$ cat src/rtl/flag_int_seq_if.sv
// Decode-side bus between the control unit and the flag/interrupt sequencer.
// Signal names match the control unit's existing pin names.
interface flag_int_seq_if;
    logic       INSTR_VLD;
    logic [3:0] FLG_OP;
    logic       INTR;
    logic       FLG_C_SET;
    logic       FLG_C_CLR;
    logic       FLG_C_LD;
    logic       FLG_Z_LD;
    logic       FLG_LD_SEL;
    logic       FLG_SHAD_LD;
    logic       I_FLAG;
    logic       INT_ACK;
    logic       STALL;

    modport master (
        output INSTR_VLD, FLG_OP, INTR,
        input  FLG_C_SET, FLG_C_CLR, FLG_C_LD, FLG_Z_LD, FLG_LD_SEL,
               FLG_SHAD_LD, I_FLAG, INT_ACK, STALL
    );

    modport slave (
        input  INSTR_VLD, FLG_OP, INTR,
        output FLG_C_SET, FLG_C_CLR, FLG_C_LD, FLG_Z_LD, FLG_LD_SEL,
               FLG_SHAD_LD, I_FLAG, INT_ACK, STALL
    );
endinterface

$ cat src/rtl/flag_int_seq.sv
// C/Z flag strobe decoder, interrupt-enable owner and interrupt entry/return sequencer.
//
// state    | meaning
// RUN      | normal execution, interrupt check and flag-op decode
// INT_SAVE | copy C/Z into shadow, drop I
// INT_VEC  | vector pulse, clear C
// RET_REST | reload C/Z from shadow, restore I, arm guard
module flag_int_seq #(
    parameter int unsigned GUARD_INSTR = 1
) (
    input logic           CLK,
    input logic           RST_N,
    flag_int_seq_if.slave bus
);

    localparam int unsigned GW = (GUARD_INSTR > 0) ? $clog2(GUARD_INSTR + 1) : 1;
    localparam logic [GW-1:0] GUARD_LOAD = GW'(GUARD_INSTR);

    localparam logic [3:0] OP_NONE  = 4'd0;
    localparam logic [3:0] OP_LD_CZ = 4'd1;
    localparam logic [3:0] OP_LD_Z  = 4'd2;
    localparam logic [3:0] OP_SEC   = 4'd3;
    localparam logic [3:0] OP_CLC   = 4'd4;
    localparam logic [3:0] OP_RETID = 4'd5;
    localparam logic [3:0] OP_RETIE = 4'd6;
    localparam logic [3:0] OP_SEI   = 4'd7;
    localparam logic [3:0] OP_CLI   = 4'd8;

    typedef enum logic [1:0] {
        RUN      = 2'd0,
        INT_SAVE = 2'd1,
        INT_VEC  = 2'd2,
        RET_REST = 2'd3
    } state_t;

    state_t          state_q, state_d;
    logic            i_flag_q, i_flag_d;
    logic [GW-1:0]   guard_q, guard_d;
    logic            ret_ie_q, ret_ie_d;

    logic accept;
    logic c_set, c_clr, c_ld, z_ld, ld_sel, shad_ld, int_ack, stall;

    always_ff @(posedge CLK) begin
        if (!RST_N) begin
            state_q  <= RUN;
            i_flag_q <= 1'b0;
            guard_q  <= '0;
            ret_ie_q <= 1'b0;
        end else begin
            state_q  <= state_d;
            i_flag_q <= i_flag_d;
            guard_q  <= guard_d;
            ret_ie_q <= ret_ie_d;
        end
    end

    always_comb begin
        state_d  = state_q;
        i_flag_d = i_flag_q;
        guard_d  = guard_q;
        ret_ie_d = ret_ie_q;
        accept   = 1'b0;
        c_set    = 1'b0;
        c_clr    = 1'b0;
        c_ld     = 1'b0;
        z_ld     = 1'b0;
        ld_sel   = 1'b0;
        shad_ld  = 1'b0;
        int_ack  = 1'b0;
        stall    = 1'b0;

        case (state_q)
            RUN: begin
                accept = bus.INTR && i_flag_q && (guard_q == '0);
                // An accepted interrupt drops the instruction; decode re-presents it later.
                if (accept) begin
                    stall   = 1'b1;
                    state_d = INT_SAVE;
                end else if (bus.INSTR_VLD) begin
                    if (guard_q != '0) begin
                        guard_d = guard_q - GW'(1);
                    end
                    case (bus.FLG_OP)
                        OP_LD_CZ: begin
                            c_ld = 1'b1;
                            z_ld = 1'b1;
                        end
                        OP_LD_Z:  z_ld  = 1'b1;
                        OP_SEC:   c_set = 1'b1;
                        OP_CLC:   c_clr = 1'b1;
                        OP_RETID, OP_RETIE: begin
                            stall    = 1'b1;
                            ret_ie_d = (bus.FLG_OP == OP_RETIE);
                            state_d  = RET_REST;
                        end
                        OP_SEI:   i_flag_d = 1'b1;
                        OP_CLI:   i_flag_d = 1'b0;
                        OP_NONE:  ;
                        default:  ;
                    endcase
                end
            end
            INT_SAVE: begin
                shad_ld  = 1'b1;
                stall    = 1'b1;
                i_flag_d = 1'b0;
                state_d  = INT_VEC;
            end
            INT_VEC: begin
                int_ack = 1'b1;
                c_clr   = 1'b1;
                stall   = 1'b1;
                state_d = RUN;
            end
            RET_REST: begin
                ld_sel   = 1'b1;
                c_ld     = 1'b1;
                z_ld     = 1'b1;
                stall    = 1'b1;
                i_flag_d = ret_ie_q;
                guard_d  = GUARD_LOAD;
                state_d  = RUN;
            end
            default: state_d = RUN;
        endcase
    end

    // Outputs held low during reset; I_FLAG is gated too so it never shows X before the first edge.
    assign bus.FLG_C_SET   = RST_N & c_set;
    assign bus.FLG_C_CLR   = RST_N & c_clr;
    assign bus.FLG_C_LD    = RST_N & c_ld;
    assign bus.FLG_Z_LD    = RST_N & z_ld;
    assign bus.FLG_LD_SEL  = RST_N & ld_sel;
    assign bus.FLG_SHAD_LD = RST_N & shad_ld;
    assign bus.INT_ACK     = RST_N & int_ack;
    assign bus.STALL       = RST_N & stall;
    assign bus.I_FLAG      = RST_N & i_flag_q;

endmodule
$ cat src/flat_wrapper.sv
// flat-port wrapper written by rule: the top's interface ports become plain ports
module flag_int_seq_flat 
#(
    parameter int unsigned GUARD_INSTR = 1
)
  (CLK, RST_N, bus_INSTR_VLD, bus_FLG_OP, bus_INTR, bus_FLG_C_SET, bus_FLG_C_CLR, bus_FLG_C_LD, bus_FLG_Z_LD, bus_FLG_LD_SEL, bus_FLG_SHAD_LD, bus_I_FLAG, bus_INT_ACK, bus_STALL);
  flag_int_seq_if bus_i ();
  input logic CLK;
  input logic RST_N;
  input wire logic [$bits(bus_i.INSTR_VLD)-1:0] bus_INSTR_VLD;
  input wire logic [$bits(bus_i.FLG_OP)-1:0] bus_FLG_OP;
  input wire logic [$bits(bus_i.INTR)-1:0] bus_INTR;
  output wire logic [$bits(bus_i.FLG_C_SET)-1:0] bus_FLG_C_SET;
  output wire logic [$bits(bus_i.FLG_C_CLR)-1:0] bus_FLG_C_CLR;
  output wire logic [$bits(bus_i.FLG_C_LD)-1:0] bus_FLG_C_LD;
  output wire logic [$bits(bus_i.FLG_Z_LD)-1:0] bus_FLG_Z_LD;
  output wire logic [$bits(bus_i.FLG_LD_SEL)-1:0] bus_FLG_LD_SEL;
  output wire logic [$bits(bus_i.FLG_SHAD_LD)-1:0] bus_FLG_SHAD_LD;
  output wire logic [$bits(bus_i.I_FLAG)-1:0] bus_I_FLAG;
  output wire logic [$bits(bus_i.INT_ACK)-1:0] bus_INT_ACK;
  output wire logic [$bits(bus_i.STALL)-1:0] bus_STALL;
  assign bus_i.INSTR_VLD = bus_INSTR_VLD;
  assign bus_i.FLG_OP = bus_FLG_OP;
  assign bus_i.INTR = bus_INTR;
  assign bus_FLG_C_SET = bus_i.FLG_C_SET;
  assign bus_FLG_C_CLR = bus_i.FLG_C_CLR;
  assign bus_FLG_C_LD = bus_i.FLG_C_LD;
  assign bus_FLG_Z_LD = bus_i.FLG_Z_LD;
  assign bus_FLG_LD_SEL = bus_i.FLG_LD_SEL;
  assign bus_FLG_SHAD_LD = bus_i.FLG_SHAD_LD;
  assign bus_I_FLAG = bus_i.I_FLAG;
  assign bus_INT_ACK = bus_i.INT_ACK;
  assign bus_STALL = bus_i.STALL;
  flag_int_seq #(.GUARD_INSTR(GUARD_INSTR)) u_core (.CLK(CLK), .RST_N(RST_N), .bus(bus_i));
endmodule
$ cat config.mk
export PLATFORM = sky130hd
export DESIGN_NAME = flag_int_seq_flat
export DESIGN_NICKNAME = d
export VERILOG_FILES = /design/src/rtl/flag_int_seq_if.sv /design/src/rtl/flag_int_seq.sv /design/src/flat_wrapper.sv
export SDC_FILE = /design/constraint.sdc
export NUM_CORES = 1
export LEC_CHECK = 0
export ABC_AREA = 1
export BUFFER_PORTS_ARGS = -buffer_cell sky130_fd_sc_hd__buf_2
export CAP_MARGIN = 20
export CORE_AREA = 2 2 39 41
export CTS_CLUSTER_SIZE = 28
export DETAILED_ROUTE_END_ITERATION = 7
export DIE_AREA = 0 0 41 43
export PLACE_DENSITY = 0.61
export SYNTH_ARGS = -nofsm -noshare
export SYNTH_HDL_FRONTEND = slang
export SYNTH_SLANG_ARGS = --single-unit
$ cat constraint.sdc
create_clock -name CLK -period 1.55 [get_ports CLK]
set_input_delay 0.31 -clock CLK [delete_from_list [all_inputs] [get_ports CLK]]
set_output_delay 0.31 -clock CLK [all_outputs]
set_load 0.01 [all_outputs]
-- After elaboration in Yosys (flattened, before gate mapping)
Cells that the tools add are included.
- output and inout port bits: 9
- input port bits: 8
- word-level logic and storage cells: 80
- register bits: 5
- mux-type cells: 35
- add/sub/neg operators: 1
- eq/ne operators: 16
- reduce and logical (&&, ||, !) cells: 13
- bitwise gates (word level): 11
- operators by type and width (cell ; number):
    $mux W1 ; 24
    $eq A4 B3 Y1 const B ; 4
    $pmux W1 S2 ; 6
    $and A1 B1 Y1 ; 9
    $eq A4 B2 Y1 const B ; 2
    $reduce_and A4 Y1 ; 2
    $mux W2 ; 3
    $ne A3 B2 Y1 const B ; 2
    $pmux W2 S3 ; 1
    $reduce_or A2 Y1 ; 3
    $eq A2 B2 Y1 const B ; 2
    $eq A4 B1 Y1 const B ; 1
    $eq A4 B4 Y1 const B ; 1
    $ne A2 B2 Y1 const B ; 2
    $ne A3 B3 Y1 const B ; 1
    $pmux W1 S3 ; 1
    $reduce_and A3 Y1 ; 1
    $reduce_bool A3 Y1 ; 1
    $reduce_or A3 Y1 ; 1
    $eq A2 B1 Y1 const B ; 1
    $logic_and A1 B1 Y1 ; 2
    $logic_not A2 Y1 ; 1
    $not A1 Y1 ; 2
    $reduce_and A2 Y1 ; 1
    other kinds (2) ; 2

-- Depth between registers and ports, before layout
Gate-level depths: netlist (run 1).
- word-level depth: 7
- mapped depth: 8
- depth with buffers taken out: 8

-- Least setup slack after synthesis (run 1)
Ideal clock, no wire load.
- path type: reg-to-output
- start point: register u_core.state_q[0]
- end point: output port bus_FLG_Z_LD
- buffers on the path: 0
- data required time: 1.240 ns
- stages on the path, launching flop included: 5
- setup slack: 0.044 ns
- arrival: 1.196 ns
- cells stage by stage: dfxtp_1 -> inv_1 -> ha_1 -> or2_2 -> a21oi_1
- word-level cells in the longest chain between the ends: 3
- elaborated cells between the ends (all ways): 4
- classes of those cells: eq/ne (1); mux (1); bitwise (1); reduce/logical (1)
- RTL lines (element ; line ; text):
    start: declaration ; flag_int_seq.sv:36 ; state_t state_q, state_d;
    start signal: assignment ; flag_int_seq.sv:51 ; state_q <= state_d;
    $eq A2 B2 Y1 / $logic_not A2 Y1 (equally long branches) ; flag_int_seq.sv:73 ; case (state_q)
    $pmux W1 S2 * ; flag_int_seq.sv:73 ;
    $and A1 B1 Y1 * ; flag_int_seq.sv:133 ; assign bus.FLG_Z_LD = RST_N & z_ld;
    end: declaration ; flat_wrapper.sv:16 ; output wire logic [$bits(bus_i.FLG_Z_LD)-1:0] bus_FLG_Z_LD;
Every way passes the cells marked *; elsewhere a longest branch is shown, timed or not.

-- Worst setup path after layout (run 1)
- start point: register u_core.state_q[0]
- end point: output port bus_FLG_C_SET
- word-level cells in the longest chain between the ends: 3
- RTL lines (element ; line ; text):
    $logic_not A2 Y1 ; flag_int_seq.sv:73 ;
    $mux W1 ; flag_int_seq.sv:73 ;
    $and A1 B1 Y1 ; flag_int_seq.sv:130 ; assign bus.FLG_C_SET = RST_N & c_set;
    end: declaration ; flat_wrapper.sv:13 ; output wire logic [$bits(bus_i.FLG_C_SET)-1:0] bus_FLG_C_SET;
No other way between the ends.

==> results.tsv, run 1 <==
stage	metric	value	unit
clock_tree	cts.clk_slew.worst_paths	50	ps
route	ant_nets	0	
die	die-area	0.00176	sq mm
finish	antenna_cells_inserted	0	
clock_tree	number_of_buffers_created_by_cts	3	
worst_hold_path	worst_hold_path_type	flop to flop	
sta	finalCriticalPeriod	1610	ps
synth	postSynthRegisterBits	5	
die	die_h	43	microns
sta	timing_max_transition_violations_final	0	
critical_path	cp.arrival	1300	ps
clock_tree	clock_latency	240	ps
route	first_iter_violations	5	
synth	synth_enable_flop_cells	0	
synth	post-synth-top-area-cell	dfxtp_1	
critical_path	critical_path.startpoint	u_core.state_q[0]	
finish	final_layout_size_suffix_gt1_share	50.0	%
route	drt-vias-per-instance	4.73	
clock_tree	cts_root_buffer	clkbuf_4	
finish	final_core_utilization	57.7	%
synth	synth_nets	97	
placement	routabilityCongestion	0.779	
sta	tns	-164	ps
route	post-route-drc-count	0	
synth	avgSynthCellArea	6.26	sq um
global_routing	largest_net_degree_at_the_start_of_global_routing	11	
clock_tree	cts-hold-fix-buffers	0	
finish	layout.cells.non_filler	130	
sta	slew_headroom	83.7	%
finish	final_net_count	128	
placement	place_hpwl	1060	microns
placement	io_buffers	16	
global_routing	grt_first_pass_wirelength	2140	microns
route	routed-via-count	615	
synth	yosys.cell_count.top_type	nand2_1	
clock_tree	clock_path_buffers	2	
die	die-width	41	microns
critical_path	crit_path_start_kind	flop	
critical_path	criticalPathCategory	flop to output port	
critical_path	r2r_slack	90	ps
critical_path	reg2reg_to	u_core.i_flag_q	
sta	fin_skew	7.93	ps
clock_tree	clock_sink_count	5	
clock_tree	cts_tree	built	
finish	fill_cells	136	
global_routing	number_of_antenna_violations_at_the_first_check_in_global_routing	0	
synth	synth_async_sr_flop_share	0	%
placement	placed_cell_area	667	sq um
finish	area.growth.synth_to_final	51.9	%
die	io_pins	17	
synth	summed_instance_area_of_the_synthesized_netlist	526	sq um
power_and_ir_drop	power-per-cell-area	1740	mW/mm^2
route	finalWirelength	1340	microns
run_status	status	complete, but fails checks	
critical_path	maximum_fanout_along_the_worst_path	3	
die	fp.coreArea	0.00138	sq mm
sta	layout_worst_path_cycle_share	104	%
die	floorplan.rows	14	
die	start_util	38.0	%
sta	setup_violation_total_in_the_final_timing_report	4	
critical_path	required_time_at_the_endpoint_of_the_critical_path	1240	ps
critical_path	setup.worst_path.end_class	output port	
synth	synth_warnings	0	
synth	synth_top_cells_by_count	nand2_1, inv_1, nor2_1	
global_routing	globalRouteOverflowTotal	0	
critical_path	worst_r2r_path_depth	11	
critical_path	worst_setup_path_endpoint	bus_FLG_C_SET	
route	drt-wirelength-per-cell	10.3	microns
sta	worst-slew-pin-transition	242	ps
synth	postSynthCellCount	84	
critical_path	crit-reg2reg-launch	u_core.state_q[1]	
route	drtPass1Iterations	4	
power_and_ir_drop	power.ir.vdd_worst	0.967	mV
global_routing	grt.total_usage	18.1	%
sta	final-hold-violation-count	0	
run	maxCapViolCount	0	
synth	ys_top_cells_by_area	dfxtp_1, ha_1, nand2_1	
placement	placed_insts	121	
global_routing	grt_pass1_vias	559	
synth	synth-seq-area-share	19.0	%
clock_tree	ctsHtreeMaxLevel	1	
synth	synth_flop_cell	dfxtp_1	
sta	fin_ws	-61.2	ps
synth	post_synth_num_cell_types	20	
power_and_ir_drop	power.static_leakage	0.425	nW
finish	cell_area_after_layout	798	sq um
synth	synth.top_cell.area_share	19.0	%
run_status	violations	negative setup slack	
sta	timing.fmax	0.621	GHz
sta	rsz0062_at_grt	yes	
## routing by layer
metal | track usage (%) | vias to the layer above | wire length (microns)
li1 | - | 325 | -
met3 | 6.28 | 0 | 72
met5 | 0 | - | 0
met4 | 6.00 | 0 | 0
met1 | 18.0 | 276 | 530
met2 | 32.2 | 14 | 740
## worst max-delay path, cell delays in order, from the launching register on
cell and delay [ps]:
dfxtp_2 310, inv_2 70, ha_4 150, nand2_4 50
nor2_4 120, inv_2 60, nor4_2 120, buf_2 170
## through the flow
stage / hold slack [ps] / setup slack (ps) / power (mW)
after detailed placement: 466 / -0.00566 / 0.979
after global routing: 478 / -145 / 1.53
after global placement: 463 / 62.1 / 0.960
after floorplan: 450 / 43.7 / 0.703
after CTS: 447 / -77.1 / 1.30
final: 469 / -61.2 / 1.39
## worst min path at each step
stage	start	to	slack, ps	cells after the start
final	u_core.guard_q	u_core.guard_q	470	2
after global routing	RST_N	u_core.state_q[0]	480	4
after CTS	bus_INTR	u_core.guard_q	450	4
after detailed placement	u_core.guard_q	u_core.guard_q	470	2
after global placement	u_core.guard_q	u_core.guard_q	460	2
after floorplan	u_core.guard_q	u_core.guard_q	450	2
## power by group
group          leakage (nW)  internal, mW  switching, mW
registers            0.0417         0.181         0.0343
logic                 0.368         0.504          0.514
clock network        0.0150        0.0974         0.0538
## sequential cells by signal, summed over array words and instances, names as in the netlist
name,count
u_core.state_q,2
u_core.i_flag_q,1
u_core.guard_q,1
u_core.ret_ie_q,1
## area by class of cell
cell class / instances / area, sq um / area share (%)
inverter: 17 / 63.8 / 7.99
multi-input combinational: 61 / 423 / 53.0
tap: 16 / 20.0 / 2.51
timing repair buffer: 27 / 163 / 20.4
clock buffer: 4 / 26.3 / 3.29
sequential: 5 / 103 / 12.9
## what timing repair did
item                                    in CTS  in global routing
pin swaps                                    7                  2
endpoints found under the setup margin       7                  7
resized for setup                           12                  6
buffers inserted                             4                  1
## layout by cell type, fill, tap and decap left out, types with 3 or more instances in the layout
cell | synthesis | final
buf_2 | 0 | 16
nand2_1 | 15 | 14
inv_1 | 13 | 11
buf_4 | 0 | 11
nor2_1 | 11 | 10
nand3_1 | 8 | 8
inv_2 | 4 | 6
nor2_4 | 2 | 3
a21oi_1 | 5 | 3
ha_4 | 0 | 3
clkbuf_4 | 0 | 3
dfxtp_1 | 5 | 3
## cell families after synthesis
logic type / Yosys count / share of synthesized area (%)
and+or+nand+nor: 48 / 47.4
AOI/OAI and AO/OA: 7 / 6.67
muxes: 1 / 2.14
DFF: 5 / 19.0
buffers and inverters: 18 / 12.9
adders and majority gates: 5 / 11.9
(Power assumes the default switching activity.)
==> inputs of run 2 (changes only) <==
CORE_AREA = unset   (was 2 2 39 41)
CORE_UTILIZATION = 35   (was unset)
DIE_AREA = unset   (was 0 0 41 43)
PLACE_DENSITY = 0.55   (was 0.61)
==> run 2 against run 1 <==
  * The run still ends with negative setup slack left
  * Clock power is essentially flat
  * Clock-buffer cell count is the same
  * Setup slack gained 17 ps
  * Flip-flop and latch count is the same
  * Via count shrank 3.9%
  * Core utilization shrank 0.13 points
==> results.tsv, run 2 (synthesis results as in run 1) <==
stage	metric	value	unit	change
clock_tree	cts_tree	built		
run	maxCapViolCount	0		unchanged
critical_path	crit-reg2reg-launch	u_core.state_q[1]		
global_routing	grt_first_pass_wirelength	1990	microns	-6.8%
placement	placed_insts	121		unchanged
worst_hold_path	hold_path_startpoint	bus_INTR		
sta	tns	-108	ps	+55.6 ps
power_and_ir_drop	overall_power	1.33	mW	-4.4%
finish	antenna_cells_inserted	0		unchanged
placement	io_buffers	16		unchanged
critical_path	setup.worst_path.end_class	output port		
sta	fin_ws	-43.7	ps	+17.5 ps
sta	finalCriticalPeriod	1590	ps	-17.5 ps
route	ant_nets	0		unchanged
global_routing	grt.total_usage	18.4	%	+0.35 points
finish	final_layout_size_suffix_gt1_share	51.3	%	+1.3 points
finish	final_net_count	127		-0.78%
critical_path	crit_path_start_kind	flop		
finish	final_common_cell	buf_2		
clock_tree	clock_path_buffers	2		unchanged
power_and_ir_drop	power-per-cell-area	1710	mW/mm^2	-1.7%
clock_tree	clock_sink_count	5		unchanged
critical_path	reg2reg_to	u_core.i_flag_q		
die	die_h	40.8	microns	-5.2%
finish	regMostFlops	u_core.state_q		
finish	fill_cells	142		+4.4%
finish	final_core_utilization	57.6	%	-0.13 points
die	io_pins	17		unchanged
global_routing	grt_pass1_vias	506		-9.5%
finish	layout.cells.non_filler	128		-1.5%
power_and_ir_drop	power.static_leakage	0.421	nW	-1.0%
die	floorplan.rows	13		-1
sta	timing.fmax	0.627	GHz	+1.1%
sta	slew_headroom	85.3	%	+1.6 points
critical_path	r2r_slack	200	ps	+110 ps
sta	setup_violation_total_in_the_final_timing_report	3		-1
critical_path	cp.arrival	1280	ps	-20 ps
power_and_ir_drop	power.ir.vdd_worst	1.07	mV	+11%
worst_hold_path	min_delay_worst_endpoint	u_core.guard_q		
finish	most_frequent_cells_in_the_layout	buf_2, nand2_1, inv_1, nor2_1, buf_4		
worst_hold_path	worst_hold_path_type	primary input to flop		
sta	fin_skew	2.22	ps	-5.71 ps
route	drt-wirelength-per-cell	10.3	microns	about the same
sta	rsz0062_at_grt	yes		
sta	layout_worst_path_cycle_share	103	%	-1.1 points
finish	largest_register_ffs	2		unchanged
route	drtPass1Iterations	4		unchanged
run_status	violations	negative setup slack		
route	post-route-drc-count	0		unchanged
route	first_iter_violations	13		+8
critical_path	worst_r2r_path_depth	10		-1
critical_path	maximum_fanout_along_the_worst_path	2		-1
finish	area.growth.synth_to_final	47.9	%	
route	routed-via-count	591		-3.9%
critical_path	criticalPathCategory	flop to output port		
sta	final-hold-violation-count	0		unchanged
global_routing	number_of_antenna_violations_at_the_first_check_in_global_routing	0		unchanged
clock_tree	clock_latency	240	ps	about the same
clock_tree	ctsHtreeMaxLevel	1		unchanged
critical_path	required_time_at_the_endpoint_of_the_critical_path	1240	ps	about the same
sta	worst-slew-pin-transition	219	ps	-23.5 ps
route	drt-vias-per-instance	4.62		-2.4%
sta	timing_max_transition_violations_final	0		unchanged
placement	routabilityCongestion	0.734		-5.8%
global_routing	globalRouteOverflowTotal	0		unchanged
placement	place_hpwl	1050	microns	-0.90%
route	finalWirelength	1320	microns	-1.6%
clock_tree	cts.clk_slew.worst_paths	50	ps	about the same
clock_tree	number_of_buffers_created_by_cts	3		unchanged
clock_tree	cts_root_buffer	clkbuf_4		
global_routing	largest_net_degree_at_the_start_of_global_routing	11		unchanged
die	die-width	40.8	microns	-0.61%
die	die-area	0.00166	sq mm	-5.8%
run_status	status	complete, but fails checks		
worst_hold_path	worstHoldPathCells	4		+2
die	fp.coreArea	0.00135	sq mm	-2.4%
die	start_util	38.9	%	+0.95 points
[run 2: cell types whose count changed in the layout (fill, tap and decap cells not counted), sizes merged]
cell  delta
buf      -1
[run 2: metal layers]
metal	wire (microns)	part of all wire, %	track usage [%]
met5	0	0	0
met4	5	0.38	5.00
met3	44	3.3	6.52
met2	687	52	34.5
met1	584	44	19.0
[run 2: through the flow]
step / setup slack [ps] / hold WS, ps / cell area, sq um
floorplan: 43.7 / 450 / 526
global placement: 71.8 / 464 / 673
detailed placement: 49.5 / 474 / 673
CTS: -77.3 / 450 / 759
global route: -115 / 491 / 777
finish: -43.7 / 451 / 777
[run 2: area by class of cell]
type,count,area [sq um],share of cell area [%]
flip-flops and latches,5,104,13.4
multi-input cells,61,409,52.7
clock buffers,4,26.3,3.38
repair buffers,26,155,20.0
well taps,15,18.8,2.42
inverters,17,63.8,8.21
[run 2: power breakdown]
group          total (mW)  leakage (nW)  internal [mW]  switching, mW
Sequential          0.219        0.0420          0.185         0.0350
Combinational       0.953         0.364          0.477          0.477
Clock               0.152        0.0150         0.0974         0.0549
[run 2: worst max-delay path: stages, from the launching register on]
cell	delay, ps
dfxtp_2	330
inv_2	50
ha_4	220
or2_4	230
a21oi_2	90
buf_2	130
[run 2: worst max path at each step]
stage                     cells past startpoint       endpoint              start
final                                         5   bus_FLG_Z_LD  u_core.state_q[0]
after global placement                        5   bus_FLG_Z_LD  u_core.state_q[0]
after floorplan                               4   bus_FLG_Z_LD  u_core.state_q[0]
after CTS                                     7  bus_FLG_C_SET  u_core.state_q[1]
after global routing                          7   bus_FLG_Z_LD  u_core.state_q[0]
after detailed placement                      5   bus_FLG_Z_LD  u_core.state_q[0]
[run 2: what timing repair did]
action	4_1_cts	5_1_grt
buffers inserted	3	0
setup endpoints to repair	5	7
hold buffers	0	0
pin swaps	7	3
gates resized for setup	12	6
